===== src/rtl/vid_timing_pkg.sv =====
// Shared types and raster-geometry helpers for the clocked-video output stage.
package vid_timing_pkg;

  typedef enum logic [1:0] {
    ST_IDLE      = 2'd0,
    ST_SYNC_WAIT = 2'd1,
    ST_RUN       = 2'd2
  } state_t;

  function automatic int h_total(input int act, input int fp, input int sync, input int bp);
    return act + fp + sync + bp;
  endfunction

  function automatic int v_total(input int act, input int fp, input int sync, input int bp);
    return act + fp + sync + bp;
  endfunction

  // Counter width wide enough to hold 0 .. total-1.
  function automatic int cnt_w(input int total);
    return (total <= 2) ? 1 : $clog2(total);
  endfunction

endpackage


===== src/rtl/vid_fifo_fwft.sv =====
// First-word-fall-through elastic FIFO; the head word is visible on o_rd_data while !o_empty.
module vid_fifo_fwft #(
  parameter int WIDTH = 26,
  parameter int DEPTH = 16
) (
  input  logic             i_clk,
  input  logic             i_rst_n,
  input  logic             i_flush,
  input  logic             i_wr_en,
  input  logic [WIDTH-1:0] i_wr_data,
  input  logic             i_rd_en,
  output logic [WIDTH-1:0] o_rd_data,
  output logic             o_full,
  output logic             o_empty
);
  localparam int AW = $clog2(DEPTH);

  logic [WIDTH-1:0] r_mem [DEPTH];
  logic [AW:0]      r_wr_ptr;
  logic [AW:0]      r_rd_ptr;
  logic             w_wr;
  logic             w_rd;

  assign w_wr      = i_wr_en && !o_full;
  assign w_rd      = i_rd_en && !o_empty;
  assign o_empty   = (r_wr_ptr == r_rd_ptr);
  assign o_full    = (r_wr_ptr[AW] != r_rd_ptr[AW]) &&
                     (r_wr_ptr[AW-1:0] == r_rd_ptr[AW-1:0]);
  assign o_rd_data = r_mem[r_rd_ptr[AW-1:0]];

  // Extra pointer MSB distinguishes full from empty.
  always_ff @(posedge i_clk or negedge i_rst_n) begin
    if (!i_rst_n) begin
      r_wr_ptr <= '0;
      r_rd_ptr <= '0;
    end else if (i_flush) begin
      r_wr_ptr <= '0;
      r_rd_ptr <= '0;
    end else begin
      if (w_wr) r_wr_ptr <= r_wr_ptr + (AW+1)'(1);
      if (w_rd) r_rd_ptr <= r_rd_ptr + (AW+1)'(1);
    end
  end

  always_ff @(posedge i_clk) begin
    if (w_wr) r_mem[r_wr_ptr[AW-1:0]] <= i_wr_data;
  end

endmodule


===== src/rtl/vid_stream_timing_out.sv =====
// Clocked-video output: drains an Avalon-ST frame stream into a free-running raster,
// re-locking to the next sop at the frame origin after any underflow.
module vid_stream_timing_out
  import vid_timing_pkg::*;
#(
  parameter int BPS        = 8,
  parameter int CHANNELS   = 3,
  parameter int H_ACTIVE   = 1280,
  parameter int H_FP       = 110,
  parameter int H_SYNC     = 40,
  parameter int H_BP       = 220,
  parameter int V_ACTIVE   = 720,
  parameter int V_FP       = 5,
  parameter int V_SYNC     = 5,
  parameter int V_BP       = 20,
  parameter int SYNC_POL   = 1,
  parameter int FIFO_DEPTH = 16
) (
  input  logic                    clk_clk,
  input  logic                    reset_reset_n,
  input  logic                    enable,
  input  logic [BPS*CHANNELS-1:0] din_data,
  input  logic                    din_valid,
  output logic                    din_ready,
  input  logic                    din_sop,
  input  logic                    din_eop,
  output logic [BPS*CHANNELS-1:0] vid_data,
  output logic                    vid_datavalid,
  output logic                    vid_h_sync,
  output logic                    vid_v_sync,
  output logic                    vid_h,
  output logic                    vid_v,
  output logic                    vid_f,
  output logic                    underflow,
  output logic                    locked
);
  localparam int DW = BPS * CHANNELS;
  localparam int HT = h_total(H_ACTIVE, H_FP, H_SYNC, H_BP);
  localparam int VT = v_total(V_ACTIVE, V_FP, V_SYNC, V_BP);
  localparam int HW = cnt_w(HT);
  localparam int VW = cnt_w(VT);
  localparam logic [HW-1:0] H_ACT_C  = HW'(H_ACTIVE);
  localparam logic [HW-1:0] H_SS_C   = HW'(H_ACTIVE + H_FP);
  localparam logic [HW-1:0] H_SE_C   = HW'(H_ACTIVE + H_FP + H_SYNC);
  localparam logic [HW-1:0] H_LAST_C = HW'(HT - 1);
  localparam logic [VW-1:0] V_ACT_C  = VW'(V_ACTIVE);
  localparam logic [VW-1:0] V_SS_C   = VW'(V_ACTIVE + V_FP);
  localparam logic [VW-1:0] V_SE_C   = VW'(V_ACTIVE + V_FP + V_SYNC);
  localparam logic [VW-1:0] V_LAST_C = VW'(VT - 1);
  localparam logic          SP       = (SYNC_POL != 0);

  state_t          r_state;
  state_t          w_state_nxt;
  logic [HW-1:0]   r_h_cnt;
  logic [VW-1:0]   r_v_cnt;
  logic            w_full, w_empty, w_flush, w_push, w_pop;
  logic [DW+1:0]   w_head;
  logic [DW-1:0]   w_head_data;
  logic            w_head_sop;
  logic            w_unused_eop;
  logic            w_h_act, w_v_act, w_act, w_hs, w_vs, w_origin, w_run_en;
  logic            w_uflow;
  logic [DW-1:0]   w_pix;
  logic [DW-1:0]   r_data_p1;
  logic            r_vld_p1, r_hblank_p1, r_vblank_p1, r_hsync_p1, r_vsync_p1, r_uflow_p1;

  assign w_run_en  = enable && (r_state != ST_IDLE);
  assign w_flush   = !w_run_en;
  assign din_ready = !w_full && (r_state != ST_IDLE);
  assign w_push    = din_valid && din_ready;

  vid_fifo_fwft #(.WIDTH(DW + 2), .DEPTH(FIFO_DEPTH)) u_fifo (
    .i_clk     (clk_clk),
    .i_rst_n   (reset_reset_n),
    .i_flush   (w_flush),
    .i_wr_en   (w_push),
    .i_wr_data ({din_eop, din_sop, din_data}),
    .i_rd_en   (w_pop),
    .o_rd_data (w_head),
    .o_full    (w_full),
    .o_empty   (w_empty)
  );

  // eop travels with the word but lock is judged purely on sop at the origin.
  assign w_head_data  = w_head[DW-1:0];
  assign w_head_sop   = w_head[DW];
  assign w_unused_eop = w_head[DW+1];

  assign w_h_act  = (r_h_cnt < H_ACT_C);
  assign w_v_act  = (r_v_cnt < V_ACT_C);
  assign w_act    = w_h_act && w_v_act;
  assign w_hs     = (r_h_cnt >= H_SS_C) && (r_h_cnt < H_SE_C);
  assign w_vs     = (r_v_cnt >= V_SS_C) && (r_v_cnt < V_SE_C);
  assign w_origin = (r_h_cnt == '0) && (r_v_cnt == '0);

  always_comb begin
    w_state_nxt = r_state;
    w_pop       = 1'b0;
    w_uflow     = 1'b0;
    w_pix       = '0;
    case (r_state)
      ST_IDLE: begin
        if (enable) w_state_nxt = ST_SYNC_WAIT;
      end
      ST_SYNC_WAIT: begin
        if (!w_empty) begin
          if (!w_head_sop) begin
            w_pop = 1'b1;
          end else if (w_origin) begin
            w_pop       = 1'b1;
            w_pix       = w_head_data;
            w_state_nxt = ST_RUN;
          end
        end
      end
      ST_RUN: begin
        // A sop away from the origin, or a non-sop word at the origin, means the frame is misaligned.
        if (w_act) begin
          if (w_empty || (w_head_sop != w_origin)) begin
            w_uflow     = 1'b1;
            w_state_nxt = ST_SYNC_WAIT;
          end else begin
            w_pop = 1'b1;
            w_pix = w_head_data;
          end
        end
      end
      default: w_state_nxt = ST_IDLE;
    endcase
    if (!enable) begin
      w_state_nxt = ST_IDLE;
      w_pop       = 1'b0;
      w_uflow     = 1'b0;
      w_pix       = '0;
    end
  end

  always_ff @(posedge clk_clk or negedge reset_reset_n) begin
    if (!reset_reset_n) begin
      r_state <= ST_IDLE;
      r_h_cnt <= '0;
      r_v_cnt <= '0;
    end else begin
      r_state <= w_state_nxt;
      if (!w_run_en) begin
        r_h_cnt <= '0;
        r_v_cnt <= '0;
      end else if (r_h_cnt == H_LAST_C) begin
        r_h_cnt <= '0;
        r_v_cnt <= (r_v_cnt == V_LAST_C) ? '0 : r_v_cnt + VW'(1);
      end else begin
        r_h_cnt <= r_h_cnt + HW'(1);
      end
    end
  end

  // Stage p1: registered raster outputs, one cycle behind the counters.
  always_ff @(posedge clk_clk or negedge reset_reset_n) begin
    if (!reset_reset_n) begin
      r_data_p1   <= '0;
      r_vld_p1    <= 1'b0;
      r_hblank_p1 <= 1'b0;
      r_vblank_p1 <= 1'b0;
      r_hsync_p1  <= !SP;
      r_vsync_p1  <= !SP;
      r_uflow_p1  <= 1'b0;
    end else if (!w_run_en) begin
      r_data_p1   <= '0;
      r_vld_p1    <= 1'b0;
      r_hblank_p1 <= 1'b0;
      r_vblank_p1 <= 1'b0;
      r_hsync_p1  <= !SP;
      r_vsync_p1  <= !SP;
      r_uflow_p1  <= 1'b0;
    end else begin
      r_data_p1   <= w_pix;
      r_vld_p1    <= w_act;
      r_hblank_p1 <= !w_h_act;
      r_vblank_p1 <= !w_v_act;
      r_hsync_p1  <= SP ? w_hs : !w_hs;
      r_vsync_p1  <= SP ? w_vs : !w_vs;
      r_uflow_p1  <= w_uflow;
    end
  end

  assign vid_data      = r_data_p1;
  assign vid_datavalid = r_vld_p1;
  assign vid_h         = r_hblank_p1;
  assign vid_v         = r_vblank_p1;
  assign vid_h_sync    = r_hsync_p1;
  assign vid_v_sync    = r_vsync_p1;
  assign vid_f         = 1'b0;
  assign underflow     = r_uflow_p1;
  assign locked        = (r_state == ST_RUN);

endmodule

===== config.mk =====
export PLATFORM = sky130hd
export DESIGN_NAME = vid_stream_timing_out
export DESIGN_NICKNAME = d
export VERILOG_FILES = /design/src/rtl/vid_timing_pkg.sv /design/src/rtl/vid_fifo_fwft.sv /design/src/rtl/vid_stream_timing_out.sv
export SDC_FILE = /design/constraint.sdc
export NUM_CORES = 1
export LEC_CHECK = 0
export ABC_CLOCK_PERIOD_IN_PS = 8100
export BUFFER_PORTS_ARGS = -buffer_cell sky130_fd_sc_hd__clkbuf_2
export CORE_MARGIN = 5
export CORE_UTILIZATION = 55
export DETAILED_ROUTE_END_ITERATION = 10
export PLACE_DENSITY = 0.72
export SETUP_SLACK_MARGIN = 0.02
export SYNTH_ARGS = -nofsm -noshare
export SYNTH_HDL_FRONTEND = slang
export SYNTH_SLANG_ARGS = --single-unit

===== constraint.sdc =====
create_clock -name clk_clk -period 8.1 [get_ports clk_clk]
set_input_delay 1.62 -clock clk_clk [delete_from_list [all_inputs] [get_ports clk_clk]]
set_output_delay 1.62 -clock clk_clk [all_outputs]
set_load 0.02 [all_outputs]

Word level (Yosys, flattened, before mapping)

Memories as Yosys holds them, arrays and structs flattened.
Cells that the tools add are included.

Register bits after elaboration: 63
Output and inout port bits: 33
Memories kept: 1
Bits in writable memories: 416
Word-level logic and storage cells: 102

Magnitude comparators: 6
Reductions and logical operators: 20
Equal/unequal tests: 16
Add/subtract/negate cells: 4
Multiplexer cells: 43

Memory list:

| name         | words | width | read ports | clocked after Yosys merged registers in | wr ports | line                | source |
|---|---|---|---|---|---|---|---|
| u_fifo.r_mem | 16    | 26    | 1          | 0                                       | 1        | vid_fifo_fwft.sv:18 | `logic [WIDTH-1:0] r_mem [DEPTH];` |

Operators by type and width:

| kind                                           | count |
|---|---|
| two-way mux 24 bit                             | 7 |
| one-hot mux 24 bit (2 select lines)            | 1 |
| two-way mux 10 bit                             | 3 |
| < comparator 11 bit (second input constant)    | 2 |
| two-way mux 11 bit                             | 2 |
| < comparator 10 bit (second input constant)    | 2 |
| two-way mux 5 bit                              | 4 |
| two-way mux 1 bit                              | 18 |
| two-way mux 2 bit                              | 6 |
| adder 11 x 1 -> 11 bit (second input constant) | 1 |
| equality test 11 bit (second input constant)   | 1 |
| >= comparator 11 bit (second input constant)   | 1 |
| zero test 11 bit                               | 1 |
| adder 10 x 1 -> 10 bit (second input constant) | 1 |
| adder 5 x 1 -> 5 bit (second input constant)   | 2 |
| equality test 10 bit (second input constant)   | 1 |
| >= comparator 10 bit (second input constant)   | 1 |
| logical AND 1 bit                              | 10 |
| zero test 10 bit                               | 1 |
| != test 3 bit (second input constant)          | 3 |
| != test 2 x 1 -> 1 bit (second input constant) | 3 |
| != test 3 x 2 -> 1 bit (second input constant) | 2 |
| one-hot mux 2 bit (3 select lines)             | 1 |
| equality test 5 bit                            | 1 |
| 10 further kinds                               | 14 |

Longest topological paths before layout

Gate-level depths: netlist (run 1).

Depth after elaboration: 11
Mapped depth: 11

Hierarchy

A second synthesis (run 1) with hierarchy kept.

Cells, all modules: 910
Area, all modules: 18930.7 um^2

By module, submodules not included:

| module                | cells each | area each (um^2) | seq. area each (um^2) | times used |
|---|---|---|---|---|
| vid_fifo_fwft         | 672        | 16423.3          | 12742.2               | 1 |
| vid_stream_timing_out | 238        | 2507.4           | 1326.3                | 1 |

Least setup slack after synthesis (run 1)

Ideal clock, no wire load.

Path kind: input -> register
Start: in din_valid
End: mem u_fifo.r_mem[0][0] (enable)
Stages: 4
Setup time: 0.471 ns
Data arrival time: 4.733 ns
Path slack: 2.896 ns
Cell sequence: nand2b_1 > a21oi_1 > clkbuf_1 > nor4bb_1

Word-level cells in the longest chain between the ends: 4

RTL lines:

| item                                    | line                        | source |
|---|---|---|
| start, declared                         | vid_stream_timing_out.sv:23 | `input logic din_valid,` |
| logical AND 1 bit                       | vid_stream_timing_out.sv:70 | `assign w_push = din_valid && din_ready;` |
| logical AND 1 bit                       | vid_fifo_fwft.sv:24         | `assign w_wr = i_wr_en && !o_full;` |
| two-way mux 1 bit                       | vid_fifo_fwft.sv:46         | `if (w_wr) r_mem[r_wr_ptr[AW-1:0]] <= i_wr_data;` |
| two-way mux 1 bit (not written as such) | vid_fifo_fwft.sv:46         |  |
| end, declared                           | vid_fifo_fwft.sv:18         |  |

No other way between the ends.

Worst setup path after layout (run 1)

Start: reg u_fifo.r_rd_ptr[3]
End: out din_ready

Word-level cells in the longest chain between the ends: 4

RTL lines:

| item                   | line                        | source |
|---|---|---|
| start, declared        | vid_fifo_fwft.sv:20         | `logic [AW:0] r_rd_ptr;` |
| start signal, assigned | vid_fifo_fwft.sv:41         | `if (w_rd) r_rd_ptr <= r_rd_ptr + (AW+1)'(1);` |
| equality test 4 bit    | vid_fifo_fwft.sv:28         | `(r_wr_ptr[AW-1:0] == r_rd_ptr[AW-1:0]);` |
| logical AND 1 bit      | vid_fifo_fwft.sv:27         | `assign o_full = (r_wr_ptr[AW] != r_rd_ptr[AW]) &&` |
| zero test 1 bit        | vid_stream_timing_out.sv:69 | `assign din_ready = !w_full && (r_state != ST_IDLE);` |
| logical AND 1 bit      | vid_stream_timing_out.sv:69 |  |
| end, declared          | vid_stream_timing_out.sv:24 | `output logic din_ready,` |

No other way between the ends.

==> summary.md, run 1 <==
| Metric | Value |
|---|---|
| Count of buffer and inverter cells on the critical path | 1 |
| Starting DRT DRC Count | 618 |
| Final Cell Area | 0.0206 mm^2 |
| Largest area contributor in the netlist | edfxtp_1 |
| Ports | 63 |
| Total Power | 0.00516 W |
| Crit path launch type | register |
| Final WL | 35.7 mm |
| Post-synthesis net count | 921 |
| F_max | 238 MHz |
| RD Place Congestion | 0.840 |
| Max VDD drop | 0.199 mV |
| Crit-path max FO | 32 |
| Setup WS pre-CTS | 3.56 ns |
| Post CTS Setup Buffer Count | 0 |
| # diodes | 0 |
| Crit path required time | 6.48 ns |
| Post-synthesis mux area share | 15.7% |
| Post-DP HPWL | 18.2 mm |
| Vias | 8622 |
| Synthesized area | 0.0182 mm^2 |
| CORE AREA | 0.0326 mm^2 |
| Final nets | 998 |
| Reg2Reg Depth | 5 |
| Layout cells sized above 1 | 31.2% |
| Crit path max-delay family | flip-flops |
| Xor-xnor portion of the synthesized cell area | 0.864% |
| Vias per cell | 6.03 |
| Worst hold path class | reg2reg |
| Placed cell areas | 0.0190 mm^2 |
| Remaining DRCs | 0 |
| Flip-flop and latch count after synthesis | 463 |
| Crit-path cells | xor2_1 -> nor4_2 -> a21oi_1 -> clkbuf_2 |
| First-pass GRT wire length | 54.8 mm |
| Post-synth top area share | 65.8% |
| Leakage power | 6.83 nW |
| Clk_skew | 0.0122 ns |
| Number of global-route vias before repair | 8773 |
| Final hold vios | 0 |
| Port bufs | 60 |
| CTS Buf Count | 47 |
| List of most frequent post-synthesis cells | edfxtp_1, mux4_2, dfrtp_1, nor2_1, nand2_1 |
| Row cnt | 66 |
| Max_slew headroom | 25.3% |
| Post-cts gate resize count | 0 |
| Crit Path Class | reg2out |
| Tightest Pin Transition | 1.12 ns |
| Dominant cells by area after synthesis | edfxtp_1, mux4_2, dfrtp_1, ha_1, nor2b_2 |
| Most used flip-flop cell after synthesis | edfxtp_1 |
| Die area | 0.0369 mm^2 |
| Asr flop ratio synth | 13.6% |
| Max Cap Violations | 0 |
| Hold_buf cts | 0 |
| Register area share after synthesis | 74.5% |
| Setup TNS Final | 0 ns |
| Synthesized instance count | 874 |
| Root Driver | clkbuf_16 |
| Final setup vio count | 0 |
| Fill cells | 2216 |
| Initial Utilization | 55.9% |
| Largest family of logic cells by synthesized area | multiplexers |
| Clk Latency, worst-skew pair | 0.55 ns |
| Crit path DAT | 2.58 ns |
| Pre-antenna DRT Iters | 5 |
| H-tree depth | 2 |
| Clk buf depth | 3 |
| Cell depth of the worst hold path | 1 |
| Synth unique cells | 49 |
| GR Overflow Total | 0 |
| RSZ-0062 raised after global routing | no |
| Crit path depth | 4 |
| Initial antenna violation count | 2 |
| Pins Over Slew Limit | 0 |
| Critical path's largest stage delay | 1.05 ns |
| Setup ws final | 3.90 ns |
| Adder-Cell Fraction of Synth Area | 1.17% |
| Largest net degree at the start of global routing | 64 |
| Total Routing Usage GR | 20.1% |
| Area Growth Syn to Fin | 12.9% |
| Post-synthesis simple-gate area fraction | 5.02% |
| CP max-delay cell | dfrtp_2 |
| Mapped Avg Cell Area | 20.9 um^2 |
| Post-synth EDFFs | 400 |
| CTS tree | built |
| Final ANT Viol Nets | 0 |
| Compound-Gate Fraction of Synth Area | 1.45% |
| Fin crit share | 51.8% |
| Die height | 192 um |
| Status | completed |
| Drt wl/cell | 24.9 um |
| Tmin final | 4.20 ns |
| Synth Warn # | 0 |
| PD cells | 250 mW/mm^2 |
| Clock slew at reported path FFs | 0.06 ns |
| CTS sink cnt | 463 |
| DIE WIDTH | 192 um |
| Setup crit end kind | output port |
| Most frequent cell after synthesis | edfxtp_1 |
worst register-to-register path, delay by kind of cell, from the launching register on:
kind | cells | cell delay, ns
buf+inv | 1 | 0.46
simple gates | 2 | 1.15
compound gates | 1 | 0.89
xor+xnor | 1 | 0.24
flops | 1 | 1.05
power by group:
group | switching, W | total, W | internal, W
Combinational | 0.000202 | 0.000339 | 0.000137
Clock | 0.000881 | 0.00216 | 0.00128
Sequential | 0.0000204 | 0.00266 | 0.00264
registers in the layout, indices dropped and copies added, names as in the netlist:
register,cells
u_fifo.r_mem,400
vid_data,24
r_h_cnt,11
r_v_cnt,10
u_fifo.r_rd_ptr,5
u_fifo.r_wr_ptr,5
r_state,2
underflow,1
vid_datavalid,1
vid_h,1
vid_h_sync,1
vid_v,1
vid_v_sync,1
metal layers:
metal	up-vias	global-route usage, %	share of wire (%)
met2	263	32.2	49
met5	-	0	0.076
met4	4	4.69	1.9
li1	3716	-	-
met1	4585	29.2	43
met3	54	4.02	6.1
worst paths after layout:
check / startpoint / end / slack, ns
setup / recovery: u_fifo.r_rd_ptr[3]$_DFFE_PN0P_ / din_ready / 3.90
hold / removal: r_h_cnt[0]$_DFF_PN0_ / r_h_cnt[0]$_DFF_PN0_ / 0.51
setup reg to reg: u_fifo.r_rd_ptr[3]$_DFFE_PN0P_ / u_fifo.r_mem[0][2]$_DFFE_PP_ / 3.96
hold reg to reg: r_h_cnt[0]$_DFF_PN0_ / r_h_cnt[0]$_DFF_PN0_ / 0.51
max in group asynchronous: reset_reset_n / u_fifo.r_rd_ptr[1]$_DFFE_PN0P_ / 6.20
min in group asynchronous: reset_reset_n / r_h_cnt[6]$_DFF_PN0_ / 1.19
stage by stage:
step | instances | hold slack [ns] | utilization, %
2_1_floorplan | 874 | 0.477 | -
3_3_place_gp | 1344 | 0.509 | 58.4
3_5_place_dp | 1344 | 0.505 | 58.4
4_1_cts | 1431 | 0.515 | 63.1
5_1_grt | 1431 | 0.540 | 63.1
6_report | 1431 | 0.511 | 63.1
layout make-up:
type                            instances  area [um^2]  area share [%]
Clock buffer                           55         1270            6.16
Sequential cell                       463        13600            66.0
Inverter                               10         37.5           0.182
Clock inverter                         32          280            1.36
Tap cell                              442          553            2.69
Timing Repair Buffer                   68          363            1.76
Multi-Input combinational cell        361         4490            21.8
kinds of logic after synthesis:
kind of cell,count (synthesis)
AO/OA/AOI/OAI,41
adder cells (fa/ha/maj),17
flip-flops,463
AND/OR/NAND/NOR,155
buffers and inverters,50
multiplexers,129
XOR/XNOR,18
other,1
cells in the final DEF, fill, tap and decap left out, types with 3 or more instances in the layout:
| cell | netlist | final |
|---|---|---|
| nor2_1 | 37 | 37 |
| clkinv_1 | 0 | 10 |
| nand3_1 | 9 | 9 |
| and3_1 | 3 | 3 |
| edfxtp_1 | 400 | 400 |
| nand2_1 | 28 | 28 |
| buf_4 | 1 | 9 |
| inv_1 | 10 | 10 |
| nand4_1 | 8 | 8 |
| clkinv_2 | 0 | 14 |
| o21ai_0 | 17 | 17 |
| xnor2_1 | 8 | 8 |
| nor4_1 | 4 | 4 |
| dfrtp_1 | 63 | 59 |
| clkbuf_1 | 19 | 4 |
| nor3_1 | 3 | 3 |
| clkbuf_2 | 0 | 59 |
| and2_2 | 0 | 8 |
| nand2b_1 | 6 | 6 |
| a21oi_1 | 7 | 7 |
| xor2_1 | 10 | 10 |
| a31oi_1 | 3 | 3 |
| ha_1 | 17 | 17 |
| mux4_2 | 123 | 123 |
| nor2b_1 | 7 | 7 |
| a21o_1 | 4 | 4 |
| bufinv_16 | 0 | 5 |
| nor4bb_4 | 0 | 4 |
| clkinvlp_4 | 0 | 3 |
| mux2i_1 | 4 | 4 |
| and4_2 | 0 | 4 |
| clkbuf_16 | 0 | 49 |
| nor2b_2 | 20 | 20 |
Power figures use the tool's default switching activity.
==> run 2: changes to the inputs <==
--- a/config.mk
+++ b/config.mk
@@ -5,12 +5,12 @@
 export SDC_FILE = /design/constraint.sdc
 export NUM_CORES = 1
 export LEC_CHECK = 0
-export ABC_CLOCK_PERIOD_IN_PS = 8100
+export ABC_CLOCK_PERIOD_IN_PS = 3480
 export BUFFER_PORTS_ARGS = -buffer_cell sky130_fd_sc_hd__clkbuf_2
 export CORE_MARGIN = 5
 export CORE_UTILIZATION = 55
 export DETAILED_ROUTE_END_ITERATION = 10
-export PLACE_DENSITY = 0.72
+export PLACE_DENSITY = 0.75
 export SETUP_SLACK_MARGIN = 0.02
 export SYNTH_ARGS = -nofsm -noshare
 export SYNTH_HDL_FRONTEND = slang
==> constraint.sdc (replaced) <==
create_clock -name clk_clk -period 3.48 [get_ports clk_clk]
set_input_delay 0.696 -clock clk_clk [delete_from_list [all_inputs] [get_ports clk_clk]]
set_output_delay 0.696 -clock clk_clk [all_outputs]
set_load 0.02 [all_outputs]
==> run 2 against run 1 <==
Against the previous run: critical path depth grew 1; final area grew 0.95%; combinational power grew 150%; wire length grew 4.0%; critical endpoint unchanged; non-clock buffer count grew 36.
==> summary.md, run 2 (synthesized netlist as in run 1, its figures left out) <==
| Metric | Value |
|---|---|
| Placed cell areas | 0.0193 mm^2 |
| Max reg flops | 400 |
| Max Cap Violations | 0 |
| RSZ-0062 raised after global routing | no |
| Crit path required time | 2.78 ns |
| Final WL | 37.1 mm |
| Crit path launch type | register |
| Initial Utilization | 55.9% |
| Initial antenna violation count | 0 |
| Status | completed |
| Worst Setup SP | u_fifo.r_rd_ptr[3]$_DFFE_PN0P_ |
| CTS sink cnt | 463 |
| Drt wl/cell | 25.3 um |
| Crit path DAT | 2.41 ns |
| Clk_skew | 0.0136 ns |
| Post CTS Setup Buffer Count | 0 |
| Final Cell Area | 0.0208 mm^2 |
| Clk Latency, worst-skew pair | 0.55 ns |
| Starting DRT DRC Count | 774 |
| Final nets | 1033 |
| First-pass GRT wire length | 56.5 mm |
| Crit Path Class | reg2out |
| Tmin final | 3.11 ns |
| Combinational share of power | 7.1% |
| Flop pwr share | 52.8% |
| Largest net degree at the start of global routing | 64 |
| Area Growth Syn to Fin | 14.0% |
| Number of global-route vias before repair | 9073 |
| Most frequent cells in the layout | edfxtp_1, mux4_2, clkbuf_2, dfrtp_1, clkbuf_16 |
| Tightest Pin Transition | 0.946 ns |
| Pre-antenna DRT Iters | 4 |
| CTS tree | built |
| Final design utilization | 63.7% |
| CTS Buf Count | 46 |
| Final ANT Viol Nets | 0 |
| Row cnt | 66 |
| Layout cells sized above 1 | 32.0% |
| Setup TNS Final | 0 ns |
| Leakage power | 6.97 nW |
| Final hold vios | 0 |
| Max VDD drop | 0.503 mV |
| Hold_buf cts | 0 |
| Die area | 0.0369 mm^2 |
| GR Overflow Total | 0 |
| Root Driver | clkbuf_16 |
| Crit-path max FO | 14 |
| Pins Over Slew Limit | 0 |
| Final setup vio count | 0 |
| Post-DP HPWL | 20.7 mm |
| Switching share of power | 21.4% |
| F_max | 322 MHz |
| Clock power share | 40.1% |
| Max_slew headroom | 36.9% |
| Internal | 0.00922 W |
| PD cells | 565 mW/mm^2 |
| Net switching power | 0.00252 W |
| Commonest non-fill, non-tap cell in the layout | edfxtp_1 |
| RD Place Congestion | 0.809 |
| CORE AREA | 0.0326 mm^2 |
| Remaining DRCs | 0 |
| Vias | 8789 |
| Fin crit share | 89.3% |
| Post-cts gate resize count | 0 |
| DIE WIDTH | 192 um |
| Clock slew at reported path FFs | 0.06 ns |
| Reg2reg end | u_fifo.r_mem[2][23]$_DFFE_PP_ |
| Setup crit end kind | output port |
| Port bufs | 60 |
| R2r setup slk | 0.46 ns |
| Reg2Reg Depth | 7 |
| Clk buf depth | 3 |
| Total Routing Usage GR | 21.0% |
| Crit Reg-Reg Startpoint | u_fifo.r_rd_ptr[3]$_DFFE_PN0P_ |
| Worst setup endpoint | din_ready |
| Die height | 192 um |
| H-tree depth | 2 |
| Worst hold path class | in2async |
| # diodes | 0 |
| Vias per cell | 6.00 |
| Ports | 63 |
| WHS | 0.300 ns |
==> run 2: changes by cell type in the layout (fill, tap and decap cells not counted), moves of 7 or more <==
cell      before  now
buf_4          9   42
and2_1         2   10
clkinv_2      14    6
and2_2         8    0
clkbuf_1       4   11
==> run 2: per-stage QoR <==
stage,setup WS [ns],total power [W],std cells
floorplan,-0.879,0.00682,874
global placement,0.530,0.00712,1380
detailed placement,0.476,0.00715,1380
CTS,0.338,0.0119,1465
global route,0.251,0.0122,1465
finish,0.372,0.0117,1465
==> run 2: power by group through the flow <==
stage	Sequential, W	Clock (W)	Combinational (W)
after floorplan	0.00631	0	0.000515
after global routing	0.00620	0.00507	0.000922
final	0.00620	0.00470	0.000838
after global placement	0.00630	0	0.000822
after detailed placement	0.00631	0	0.000839
after CTS	0.00620	0.00481	0.000845
==> run 2: routing by layer <==
layer / part of all wire (%) / global-route usage, %
met4: 2.0 / 5.27
met5: 0 / 0
met1: 40 / 29.3
met3: 7.4 / 4.09
met2: 51 / 34.7
==> run 2: worst max-delay path: stages, from the launching register on <==
cell	delay (ns)
dfrtp_2	0.62
buf_4	0.37
xor2_1	0.13
nor4_2	0.38
a21oi_1	0.17
clkbuf_2	0.18
==> run 2: area by class of cell <==
| type | instances | area (um^2) |
|---|---|---|
| clock inverter | 23 | 178 |
| multi-input combinational | 361 | 4480 |
| sequential | 463 | 13600 |
| timing repair buffer | 104 | 671 |
| fill | 2127 | 11800 |
| inverter | 10 | 37.5 |
| tap | 442 | 553 |
| clock buffer | 62 | 1270 |
==> run 2: worst min path at each step <==
stage	end	slack, ns	cells after the start
global placement	r_h_cnt[0]$_DFF_PN0_	0.51	1
detailed placement	r_v_cnt[9]$_DFFE_PN0P_	0.52	1
global route	vid_data[4]$_DFF_PN0_	0.36	1
finish	vid_data[0]$_DFF_PN0_	0.30	1
CTS	vid_v_sync$_DFF_PN0_	0.31	1
floorplan	r_h_cnt[0]$_DFF_PN0_	0.40	0
